$ cat src/rtl/dmem_arbiter.sv
// Two-port (A/B) arbiter in front of a single-ported data memory.
// Each granted request runs IDLE -> ACCESS -> RESP, so one transaction completes every 3 cycles.
//
// state  | meaning
// IDLE   | wait for a request; pick owner and latch its command
// ACCESS | drive the memory strobe for one cycle; capture load data
// RESP   | pulse owner's ack/err; record owner for round-robin
module dmem_arbiter #(
    parameter int RR_MODE    = 1,
    parameter int ADDR_LIMIT = 4096
) (
    input  logic        clk,
    input  logic        reset,
    input  logic        a_req,
    input  logic        a_we,
    input  logic [31:0] a_addr,
    input  logic [31:0] a_wdata,
    output logic        a_ack,
    output logic        a_err,
    output logic [31:0] a_rdata,
    input  logic        b_req,
    input  logic        b_we,
    input  logic [31:0] b_addr,
    input  logic [31:0] b_wdata,
    output logic        b_ack,
    output logic        b_err,
    output logic [31:0] b_rdata,
    output logic        MemWrite,
    output logic        MemRead,
    output logic [31:0] address,
    output logic [31:0] data_in,
    input  logic [31:0] read_data
);

    typedef enum logic [1:0] {
        IDLE   = 2'd0,
        ACCESS = 2'd1,
        RESP   = 2'd2
    } state_t;

    localparam logic [31:0] ADDR_LIMIT_W = 32'(ADDR_LIMIT);

    state_t      state;
    state_t      state_nxt;

    // owner encodings: 0 = port A, 1 = port B
    logic        owner;
    logic        last_owner;
    logic        lat_we;
    logic        lat_err;

    logic        grant_any;
    logic        grant_sel;
    logic        sel_we;
    logic [31:0] sel_addr;
    logic [31:0] sel_wdata;
    logic        sel_err;

    always_comb begin
        grant_any = a_req | b_req;
        grant_sel = 1'b0;
        if (a_req && b_req) begin
            grant_sel = (RR_MODE != 0) ? ~last_owner : 1'b0;
        end else begin
            grant_sel = b_req;
        end
        sel_we    = grant_sel ? b_we    : a_we;
        sel_addr  = grant_sel ? b_addr  : a_addr;
        sel_wdata = grant_sel ? b_wdata : a_wdata;
        sel_err   = (sel_addr[1:0] != 2'b00) || (sel_addr >= ADDR_LIMIT_W);
    end

    always_ff @(posedge clk or posedge reset) begin
        if (reset) begin
            state <= IDLE;
        end else begin
            state <= state_nxt;
        end
    end

    always_comb begin
        state_nxt = state;
        MemRead   = 1'b0;
        MemWrite  = 1'b0;
        a_ack     = 1'b0;
        b_ack     = 1'b0;
        a_err     = 1'b0;
        b_err     = 1'b0;
        case (state)
            IDLE: begin
                if (grant_any) begin
                    state_nxt = ACCESS;
                end
            end
            ACCESS: begin
                state_nxt = RESP;
                MemWrite  = lat_we & ~lat_err;
                MemRead   = ~lat_we & ~lat_err;
            end
            RESP: begin
                state_nxt = IDLE;
                a_ack     = ~owner;
                b_ack     = owner;
                a_err     = ~owner & lat_err;
                b_err     = owner & lat_err;
            end
            default: begin
                state_nxt = IDLE;
            end
        endcase
    end

    // Command latch; address/data_in keep their value until the next grant.
    always_ff @(posedge clk or posedge reset) begin
        if (reset) begin
            owner      <= 1'b0;
            last_owner <= 1'b1;
            lat_we     <= 1'b0;
            lat_err    <= 1'b0;
            address    <= 32'd0;
            data_in    <= 32'd0;
        end else begin
            case (state)
                IDLE: begin
                    if (grant_any) begin
                        owner   <= grant_sel;
                        lat_we  <= sel_we;
                        lat_err <= sel_err;
                        address <= sel_addr;
                        data_in <= sel_wdata;
                    end
                end
                RESP: begin
                    last_owner <= owner;
                end
                default: begin
                end
            endcase
        end
    end

    // Load data is held per port until that port's next successful load.
    always_ff @(posedge clk or posedge reset) begin
        if (reset) begin
            a_rdata <= 32'd0;
            b_rdata <= 32'd0;
        end else if (state == ACCESS && !lat_we && !lat_err) begin
            if (owner) begin
                b_rdata <= read_data;
            end else begin
                a_rdata <= read_data;
            end
        end
    end

endmodule

$ cat config.mk
export PLATFORM = sky130hd
export DESIGN_NAME = dmem_arbiter
export DESIGN_NICKNAME = d
export VERILOG_FILES = /design/src/rtl/dmem_arbiter.sv
export SDC_FILE = /design/constraint.sdc
export NUM_CORES = 1
export LEC_CHECK = 0
export CAP_MARGIN = 15
export CELL_PAD_IN_SITES_DETAIL_PLACEMENT = 0
export CELL_PAD_IN_SITES_GLOBAL_PLACEMENT = 1
export CORE_ASPECT_RATIO = 1.5
export CORE_MARGIN = 3
export CORE_UTILIZATION = 27
export CTS_CLUSTER_SIZE = 10
export DETAILED_ROUTE_END_ITERATION = 12
export PLACE_DENSITY_LB_ADDON = 0.1
export SYNTH_ARGS = -nofsm -noshare
export SYNTH_HDL_FRONTEND = slang
export SYNTH_SLANG_ARGS = --single-unit
$ cat constraint.sdc
create_clock -name clk -period 4.55 [get_ports clk]
set_clock_uncertainty 0.1 [all_clocks]
set_input_delay 0.91 -clock clk [delete_from_list [all_inputs] [get_ports clk]]
set_output_delay 0.91 -clock clk [all_outputs]
set_load 0.1 [all_outputs]
# == Yosys cells after proc, flatten, opt, wreduce, memory -nomap -nowiden ==
# Index checks and enable logic that the tools add are counted.
# Widths: inputs -> output; s select.
# totals
ff_bits,134
inputBits,166
elab_cells,45
# classes
n_lt_le_gt_ge,1
n_eq_ne,3
mux,12
bitwise,9
n_reduce_logical,11
# ops
operator,n
$mux 32,2
$ge 32x13->1 const B,1
$mux 1,8
$reduce_and 2->1,3
$and 1x1->1,4
$not 1->1,4
$pmux 2 s2,1
$logic_and 1x1->1,3
$eq 2x1->1 const B,1
$eq 2x2->1 const B,1
$logic_not 1->1,2
$logic_not 2->1,1
$mux 2,1
$ne 2x2->1 const B,1
$reduce_bool 2->1,1
$logic_or 1x1->1,1
$or 1x1->1,1

# == Depth between registers and ports, before layout ==
# Gate-level depths: netlist of run 1.
# depth
word_depth,5
ltp_mapped,6

# == Least setup slack after synthesis of run 1 ==
# Ideal clock, no wire load.
# synth_timing
path_type,register -> output
startpoint,reg state[0]
endpoint,out b_err
arrival_time_ps,2772
slack_ps,768
path_stages_with_launch,4
cell_sequence,dfrtp_1 -> nand2b_1 -> nor2_1 -> and2_1
# synth_between
elab_chain_cells,2
# synth_rtl
element,line,source
start: declaration,43,state_t state;
start signal: assignment,77,state <= state_nxt;
$eq 2x2->1,89,case (state)
$mux 1,89,
end: declaration,26,"output logic b_err,"
# No other way between the ends.

# == Final worst setup path of run 1 ==
# Same ends and word-level chain as after synthesis.

==> results of run 1 <==
-- metal layers --
layer	vias to the layer above	wire [µm]	global-route usage, %
li1	2217	-	-
met1	2208	6950	16.8
met2	183	9810	29.1
met3	15	1180	5.09
met4	0	316	5.18
met5	-	0	0
-- power breakdown --
group / internal, mW / switching [mW] / leakage (nW) / total, mW
Combinational: 0.950 / 3.07 / 2.16 / 4.02
Clock: 0.993 / 0.558 / 0.326 / 1.55
Sequential: 1.54 / 0.195 / 1.59 / 1.73
-- cell usage after synthesis (2+ instances only) --
library cell	instances	share of area, %
sky130_fd_sc_hd__nor4_1	10	1.1
sky130_fd_sc_hd__a21oi_1	65	5.7
sky130_fd_sc_hd__buf_6	3	0.59
sky130_fd_sc_hd__mux2_2	63	12
sky130_fd_sc_hd__nor2_1	69	4.5
sky130_fd_sc_hd__clkbuf_1	8	0.53
sky130_fd_sc_hd__nand2b_1	2	0.22
sky130_fd_sc_hd__and2_1	3	0.33
sky130_fd_sc_hd__inv_1	2	0.13
sky130_fd_sc_hd__nor3_1	2	0.18
sky130_fd_sc_hd__dfrtp_1	133	58
sky130_fd_sc_hd__mux2i_1	65	11
sky130_fd_sc_hd__buf_4	4	0.53
sky130_fd_sc_hd__nand3_1	3	0.26
sky130_fd_sc_hd__buf_2	13	1.1
sky130_fd_sc_hd__nand2_1	3	0.20
-- kinds of logic after synthesis --
family | after synthesis | synth area share, %
simple gates | 97 | 7.81
compound gates | 70 | 6.30
flops | 134 | 58.8
buf+inv | 31 | 3.01
mux | 129 | 24.1
-- final timing paths --
kind / start / to / slack [ps] / cells after the start
max: state[0]$_DFFE_PP0P_ / b_err / 1000 / 4
min: a_rdata[31]$_DFFE_PP0P_ / a_rdata[31]$_DFFE_PP0P_ / 400 / 1
max reg2reg: state[1]$_DFFE_PP0P_ / a_rdata[26]$_DFFE_PP0P_ / 2160 / 5
min reg2reg: a_rdata[31]$_DFFE_PP0P_ / a_rdata[31]$_DFFE_PP0P_ / 400 / 1
max in group asynchronous: reset / data_in[1]$_DFFE_PP0P_ / 2610 / 4
min in group asynchronous: reset / b_rdata[7]$_DFFE_PP0P_ / 840 / 2
-- worst max-delay path: cells and delay by family, from the launching register on --
kind	cells	cell delay, ps
DFF	1	400
buffers and inverters	1	1130
and+or+nand+nor	3	600
-- final cells by class --
cell class | count | area share, %
flip-flops and latches | 134 | 34.7
repair buffers | 306 | 32.1
multi-input cells | 296 | 22.7
clock buffers | 18 | 4.44
well taps | 264 | 3.42
clock inverters | 14 | 2.45
inverters | 2 | 0.117
-- registers in the layout, summed over array words and instances (netlist names) --
| signal | cells |
|---|---|
| a_rdata | 32 |
| data_in | 32 |
| last_owner | 1 |
| address | 32 |
| b_rdata | 32 |
| lat_err | 1 |
| state | 2 |
| lat_we | 1 |
| owner | 1 |
==> impl_metrics.yaml, run 1 <==
layout:
  insertedDiodeCount: 0
  finalInstanceArea_mm2: 0.00966
  layout.core_utilization_pct: 46.9
  layout.cells.most_common_list: "sky130_fd_sc_hd__clkdlybuf4s50_1 (299), sky130_fd_sc_hd__dfrtp_1 (133), sky130_fd_sc_hd__nor2_1 (69)"
  finish.net_count: 923
  multi_input_area_mm2: 0.00219
  synthToLayoutAreaGrowth_pct: 69.4
  layout.area.seq_mm2: 0.00335
  drive_above_1_share_pct: 13.9
  final_common_cell: "sky130_fd_sc_hd__clkdlybuf4s50_1"
  stdcell_count: 1034
  layout.filler_cells: 1913
critical_path:
  cp_slowest_cell: "sky130_fd_sc_hd__clkdlybuf4s50_1"
  critPathMaxStageDelay_ps: 1130
  arr_time_crit_path_ps: 2540
  crit_path_end_kind: "primary output"
  timing.critical_path.fanout_max: 4
  worst_ep_required_time_ps: 3540
  worst_setup_path_start_kind: "flop"
  timing_worst_setup_path_type: "reg2out"
  crit_path_cell_chain: "nand2b_1, nor2_1, and2_1, clkdlybuf4s50_1"
grt:
  grt_antenna_before_repair: 0
  grt_first_pass_wirelength_um: 28100
  maximum_number_of_pins_on_one_net_before_global_route_repair: 91
  grt_pass1_vias: 5062
  globalRouteOverflowTotal: 0
  grt_resource_usage_total_pct: 15.7
clock_network:
  post_cts.resized_instances: 0
  cts_made_buffers: 17
  max-clock-path-buffers: 2
  clock_tree.htree_level_count: 4
  post-cts-setup-buffers: 0
  tritoncts: "done"
  ctsRootBufferMaster: "sky130_fd_sc_hd__clkbuf_16"
  cts.clk_slew.worst_paths_ps: 60
  hold_buffers: 0
  numClockSinks: 134
  worstSkewPairLatency_ps: 410
drt:
  postRouteAntennaNets: 0
  route.detailed.wl_per_inst_um: 17.7
  vias_after_detailed_routing: 4623
  avgViaCountPerCell: 4.47
  dr.first_iter.drc_count: 142
  drt-total-wl_um: 18300
  detail_route.drc_violations: 0
  drt-pass1-iter-count: 4
sta:
  maxClockFrequency_mhz: 282
  slew_violations: 0
  maxSlewHeadroom_pct: 29.2
  hold_violations: 0
  layout_worst_path_cycle_share_pct: 77.9
  timing_worst_slew_pin_value_ps: 1060
  rsz0062_at_grt: "no"
  totalNegativeSetupSlack_ps: 0
  post-route-worst-setup-slack_ps: 1000
  final.hold.worst_slack_ps: 397
  setup-violations-final: 0
  finalCriticalPeriod_ps: 3550
floorplan:
  initial_core_util_pct: 27.7
  dieHeight_um: 184
  num_io_pins: 300
  fp.coreArea_mm2: 0.0206
  placementRows: 64
  die_area_mm2: 0.0229
  die_w_um: 125
hold_path:
  timing.hold.worst.class: "reg2reg"
job:
  drv_cap: 0
placed_design:
  placed_area_mm2: 0.00897
  port_buffers: 299
  place.detailed.hpwl_um: 13900
  numPlacedInstances: 1001
  final_weighted_congestion_of_routability_driven_global_placement: 0.742
  dp_worst_setup_slack_ps: 1450
power:
  leakage_dissipation_nw: 4.07
  report.power.total_mw: 7.30
  power_density_mw_per_mm2: 756
  peakVddDrop_mv: 0.477
yosys:
  synth.net_count: 627
  synth-async-reset-ratio_pct: 100
  post_synthesis_cell_area_mm2: 0.00570
  ys_ff_latch: 134
  postSynthCellCount: 461
  ys.warnings.count: 0
  number_of_flops_mapped_to_enable_cells_by_yosys: 0
  netlist-cell-type-count: 29
  synth_sequential_area_ratio_pct: 58.8
  yosys_most_used_dff: "sky130_fd_sc_hd__dfrtp_1"
  avgSynthCellArea_um2: 12.4
outcome:
  run_status: "complete, no violations"
(Power assumes the default switching activity.)
==> run 2, diff against run 1 <==
Clock period 4.55 ns to 3.2 ns, I/O delays scaled along.
==> run 2 against run 1 <==
Effect of this change:
- global-route usage is 0.34 points lower
- design area is 3.8% lower
- sequential share of layout area is 1.4 points higher
- non-clock buffer count is 5 higher
==> impl_metrics.yaml, run 2 (same netlist as run 1, synthesis figures left out) <==
floorplan:
  num_io_pins: 300
  die_area_mm2: 0.0229
  dieHeight_um: 184
  initial_core_util_pct: 27.7
  placementRows: 64
  die_w_um: 125
  fp.coreArea_mm2: 0.0206
clock_network:
  hold_buffers: 0
  cts_made_buffers: 17
  clock_tree.htree_level_count: 4
  worstSkewPairLatency_ps: 410
  numClockSinks: 134
  tritoncts: "done"
  max-clock-path-buffers: 2
  cts.clk_slew.worst_paths_ps: 60
  post_cts.resized_instances: 0
  post-cts-setup-buffers: 0
  ctsRootBufferMaster: "sky130_fd_sc_hd__clkbuf_16"
sta:
  totalNegativeSetupSlack_ps: 0
  finalCriticalPeriod_ps: 2380
  slew_violations: 0
  hold_violations: 0
  maxClockFrequency_mhz: 421
  rsz0062_at_grt: "no"
  setup-violations-final: 0
  timing_worst_slew_pin_value_ps: 756
  maxSlewHeadroom_pct: 49.5
  layout_worst_path_cycle_share_pct: 74.3
layout:
  final_common_cell: "sky130_fd_sc_hd__clkdlybuf4s50_1"
  drive_above_1_share_pct: 32.1
  finish.net_count: 928
  synthToLayoutAreaGrowth_pct: 63.0
  finalInstanceArea_mm2: 0.00930
  layout.cells.most_common_list: "sky130_fd_sc_hd__clkdlybuf4s50_1 (165), sky130_fd_sc_hd__buf_4 (142), sky130_fd_sc_hd__dfrtp_1 (133)"
critical_path:
  worst_ep_required_time_ps: 2460
  worst_setup_path_start_kind: "flop"
  timing.rr.end: "a_rdata[26]$_DFFE_PP0P_"
  reg2reg_setup_slack_ps: 1200
  regToRegStartpoint: "state[1]$_DFFE_PP0P_"
  timing_worst_setup_path_type: "reg2out"
  ff2ff_path_depth: 5
  crit_path_end_kind: "primary output"
  timing.critical_path.fanout_max: 4
  arr_time_crit_path_ps: 1640
drt:
  vias_after_detailed_routing: 4748
  drt-total-wl_um: 18000
  route.detailed.wl_per_inst_um: 17.4
  drt-pass1-iter-count: 6
  avgViaCountPerCell: 4.57
  postRouteAntennaNets: 0
  dr.first_iter.drc_count: 163
  detail_route.drc_violations: 0
power:
  power_density_mw_per_mm2: 1080
  leakage_dissipation_nw: 4.19
  peakVddDrop_mv: 0.731
hold_path:
  hold_endpoint: "b_rdata[17]$_DFFE_PP0P_"
  timing.hold.worst.class: "reg2reg"
  hold_depth: 1
  beginning_of_the_worst_hold_path: "b_rdata[17]$_DFFE_PP0P_"
grt:
  grt_first_pass_wirelength_um: 27300
  grt_pass1_vias: 4882
  grt_antenna_before_repair: 1
  maximum_number_of_pins_on_one_net_before_global_route_repair: 53
  globalRouteOverflowTotal: 0
  grt_resource_usage_total_pct: 15.4
placed_design:
  port_buffers: 299
  place.detailed.hpwl_um: 13800
  final_weighted_congestion_of_routability_driven_global_placement: 0.808
  placed_area_mm2: 0.00869
job:
  drv_cap: 0
outcome:
  run_status: "complete, no violations"
run 2: cell types whose count changed in the layout (fill, tap and decap cells not counted), moves of 2 or more:
cell                              delta
sky130_fd_sc_hd__bufinv_16           -3
sky130_fd_sc_hd__clkinvlp_4          +3
sky130_fd_sc_hd__inv_8               -2
sky130_fd_sc_hd__clkdlybuf4s50_1   -134
sky130_fd_sc_hd__nor2_1              -2
sky130_fd_sc_hd__buf_4             +139
sky130_fd_sc_hd__nor2_2              +2
sky130_fd_sc_hd__inv_6               +2
run 2: layer usage:
layer | GRT usage [%] | share of wire, %
met1 | 17.4 | 38
met2 | 26.6 | 53
met3 | 5.47 | 7.3
met4 | 5.97 | 2.3
met5 | 0 | 0
run 2: how the worst max path moves through the flow:
stage	from	endpoint	slack, ps	depth (start not counted)
after detailed placement	a_req	address[14]$_DFFE_PP0P_	730	5
after global placement	a_req	lat_we$_DFFE_PP0P_	770	5
final	state[0]$_DFFE_PP0P_	b_err	820	4
after floorplan	state[0]$_DFFE_PP0P_	b_err	180	3
after CTS	state[0]$_DFFE_PP0P_	b_err	810	4
after global routing	state[0]$_DFFE_PP0P_	b_err	720	4
run 2: stage by stage:
stage	instances	util (%)	worst slack (ps)	power [mW]	hold slack, ps
2_1_floorplan	461	-	183	6.73	391
3_3_place_gp	1007	42.2	775	8.10	376
3_5_place_dp	1007	42.2	725	8.14	395
4_1_cts	1039	45.2	809	10.2	410
5_1_grt	1040	45.2	721	10.5	414
6_report	1040	45.2	824	10.1	407
run 2: worst max-delay path, cell delays in order, from the launching register on:
cell and delay, ps:
sky130_fd_sc_hd__dfrtp_1 410, sky130_fd_sc_hd__nand2b_1 220, sky130_fd_sc_hd__nor2_2 160, sky130_fd_sc_hd__and2_1 150
sky130_fd_sc_hd__buf_4 290
run 2: layout make-up:
type | count | area [µm²]
clock buffer | 18 | 439
multi-input combinational | 296 | 2200
tap | 264 | 330
antenna | 1 | 2.50
fill | 1933 | 11300
sequential | 134 | 3350
clock inverter | 14 | 160
timing repair buffer | 311 | 2800
inverter | 2 | 11.3
run 2: where the power goes:
part / total, mW / switching [mW] / internal (mW) / leakage, nW
clock: 1.99 / 0.802 / 1.19 / 0.287
sequential: 2.48 / 0.294 / 2.18 / 1.59
combinational: 5.59 / 4.37 / 1.22 / 2.32
total: 10.1 / 5.46 / 4.59 / 4.19
==> run 3, diff against run 2 <==
Settings changed: CORE_UTILIZATION 27 to 30.
Clock period 3.2 ns to 2.3 ns, I/O delays scaled along.
==> run 3 against run 2 <==
Effect of this change:
- via count about the same
- sequential cell count stayed put
- die area down 9.6%
- worst hold slack worse by 10 ps
- utilization rose by 6.2 points
- combinational power rose by 41%
- final cell count down 0.87%
- design area up 2.9%
- sequential share of layout area shrank 1.0 points
- register-to-register slack worse by 810 ps
- largest cell class unchanged
- highest routed layer unchanged
==> impl_metrics.yaml, run 3 (same netlist as run 1, synthesis figures left out) <==
drt:
  postRouteAntennaNets: 0
  dr.first_iter.drc_count: 261
  vias_after_detailed_routing: 4745
  route.detailed.wl_per_inst_um: 17.1
  drt-total-wl_um: 17700
  avgViaCountPerCell: 4.60
  detail_route.drc_violations: 0
  drt-pass1-iter-count: 4
layout:
  stdcell_count: 1031
  layout.core_utilization_pct: 51.4
  layout.cells.most_common_list: "sky130_fd_sc_hd__clkdlybuf4s50_1 (165), sky130_fd_sc_hd__buf_4 (135), sky130_fd_sc_hd__dfrtp_1 (133)"
  drive_above_1_share_pct: 32.9
  layout.area.seq_mm2: 0.00335
  multi_input_area_mm2: 0.00232
  synthToLayoutAreaGrowth_pct: 67.7
  final_common_cell: "sky130_fd_sc_hd__clkdlybuf4s50_1"
  layout.filler_cells: 1741
  finish.net_count: 932
  insertedDiodeCount: 0
clock_network:
  hold_buffers: 0
  worstSkewPairLatency_ps: 420
  clock_tree.htree_level_count: 4
  cts.clk_slew.worst_paths_ps: 60
  ctsRootBufferMaster: "sky130_fd_sc_hd__clkbuf_16"
  post-cts-setup-buffers: 0
  tritoncts: "done"
  cts_made_buffers: 17
  post_cts.resized_instances: 0
  max-clock-path-buffers: 2
  numClockSinks: 134
critical_path:
  cp_top_family: "simple AND/OR/NAND/NOR gates"
  reg2reg_setup_slack_ps: 390
  crit_path_end_kind: "primary output"
  crit_path_cell_chain: "nand2b_1, nor2_2, and2_1, buf_12"
  worstPathBufferInverterCount: 1
  timing.critical_path.fanout_max: 4
  arr_time_crit_path_ps: 1650
  timing_worst_setup_path_type: "reg2out"
  critPathMaxStageDelay_ps: 400
  cp_slowest_cell: "sky130_fd_sc_hd__dfrtp_1"
  worst_setup_path_start_kind: "flop"
  worst_ep_required_time_ps: 1740
floorplan:
  fp.coreArea_mm2: 0.0186
  num_io_pins: 300
  die_area_mm2: 0.0207
  placementRows: 61
  initial_core_util_pct: 30.6
  die_w_um: 119
  dieHeight_um: 175
placed_design:
  place.detailed.hpwl_um: 13500
  final_weighted_congestion_of_routability_driven_global_placement: 0.790
  numPlacedInstances: 999
  dp_worst_setup_slack_ps: 168
  port_buffers: 299
sta:
  final.hold.worst_slack_ps: 397
  finalCriticalPeriod_ps: 2210
  setup-violations-final: 0
  rsz0062_at_grt: "no"
  hold_violations: 0
  maxSlewHeadroom_pct: 68.4
  timing_worst_slew_pin_value_ps: 470
  post-route-worst-setup-slack_ps: 88.1
  slew_violations: 0
  layout_worst_path_cycle_share_pct: 96.2
  maxClockFrequency_mhz: 452
power:
  leakage_dissipation_nw: 4.28
  power_density_mw_per_mm2: 1470
  peakVddDrop_mv: 1.10
grt:
  grt_resource_usage_total_pct: 17.1
  maximum_number_of_pins_on_one_net_before_global_route_repair: 74
  grt_pass1_vias: 5159
  globalRouteOverflowTotal: 0
  grt_first_pass_wirelength_um: 28100
  grt_antenna_before_repair: 0
outcome:
  run_status: "complete, no violations"
job:
  drv_cap: 0
hold_path:
  timing.hold.worst.class: "in2async"
## run 3: cell types whose count changed in the layout (fill, tap and decap cells not counted), sizes merged
cell / previous run / this run
buf: 146 / 150
diode: 1 / 0
## run 3: worst reg2reg max path: cells and delay by family, from the launching register on
| kind | cells | cell delay, ps |
|---|---|---|
| buf+inv | 1 | 250 |
| flops | 1 | 430 |
| mux | 1 | 360 |
| simple gates | 3 | 640 |
## run 3: where the power goes
| group | switching [mW] | internal (mW) |
|---|---|---|
| sequential | 0.400 | 3.04 |
| combinational | 6.08 | 1.82 |
| clock | 1.12 | 1.63 |
| total | 7.60 | 6.48 |
## run 3: worst paths after layout
| check | startpoint | to | depth (start not counted) |
|---|---|---|---|
| max in group asynchronous | reset | a_rdata[13]$_DFFE_PP0P_ | 3 |
| min in group clk | b_rdata[13]$_DFFE_PP0P_ | b_rdata[13]$_DFFE_PP0P_ | 1 |
| max reg2reg | state[1]$_DFFE_PP0P_ | a_rdata[13]$_DFFE_PP0P_ | 5 |
| min | reset | address[25]$_DFFE_PP0P_ | 3 |
| min reg2reg | b_rdata[13]$_DFFE_PP0P_ | b_rdata[13]$_DFFE_PP0P_ | 1 |
| max | state[0]$_DFFE_PP0P_ | b_err | 4 |
## run 3: area by class of cell
| cell class | instances | share of cell area [%] |
|---|---|---|
| timing repair buffer | 315 | 31.0 |
| clock inverter | 14 | 1.70 |
| inverter | 2 | 0.118 |
| tap | 252 | 3.30 |
| multi-input combinational | 296 | 24.3 |
| sequential | 134 | 35.1 |
| clock buffer | 18 | 4.49 |
## run 3: layer usage
metal / wire (µm) / GRT usage [%] / share of wire, % / vias up
met4: 386 / 6.72 / 2.2 / 0
met3: 1370 / 5.70 / 7.7 / 23
li1: - / - / - / 2234
met2: 9250 / 29.5 / 52 / 192
met1: 6670 / 19.4 / 38 / 2296
met5: 0 / 0 / 0 / -
## run 3: metrics by stage
| step | TNS [ps] | total power, mW | cell area [µm²] |
|---|---|---|---|
| 6_report | 0 | 14.1 | 9560 |
| 5_1_grt | 0 | 14.7 | 9560 |
| 4_1_cts | 0 | 14.2 | 9560 |
| 3_5_place_dp | 0 | 11.4 | 8970 |
| 3_3_place_gp | 0 | 11.4 | 8970 |
| 2_1_floorplan | -8160 | 9.38 | 5870 |
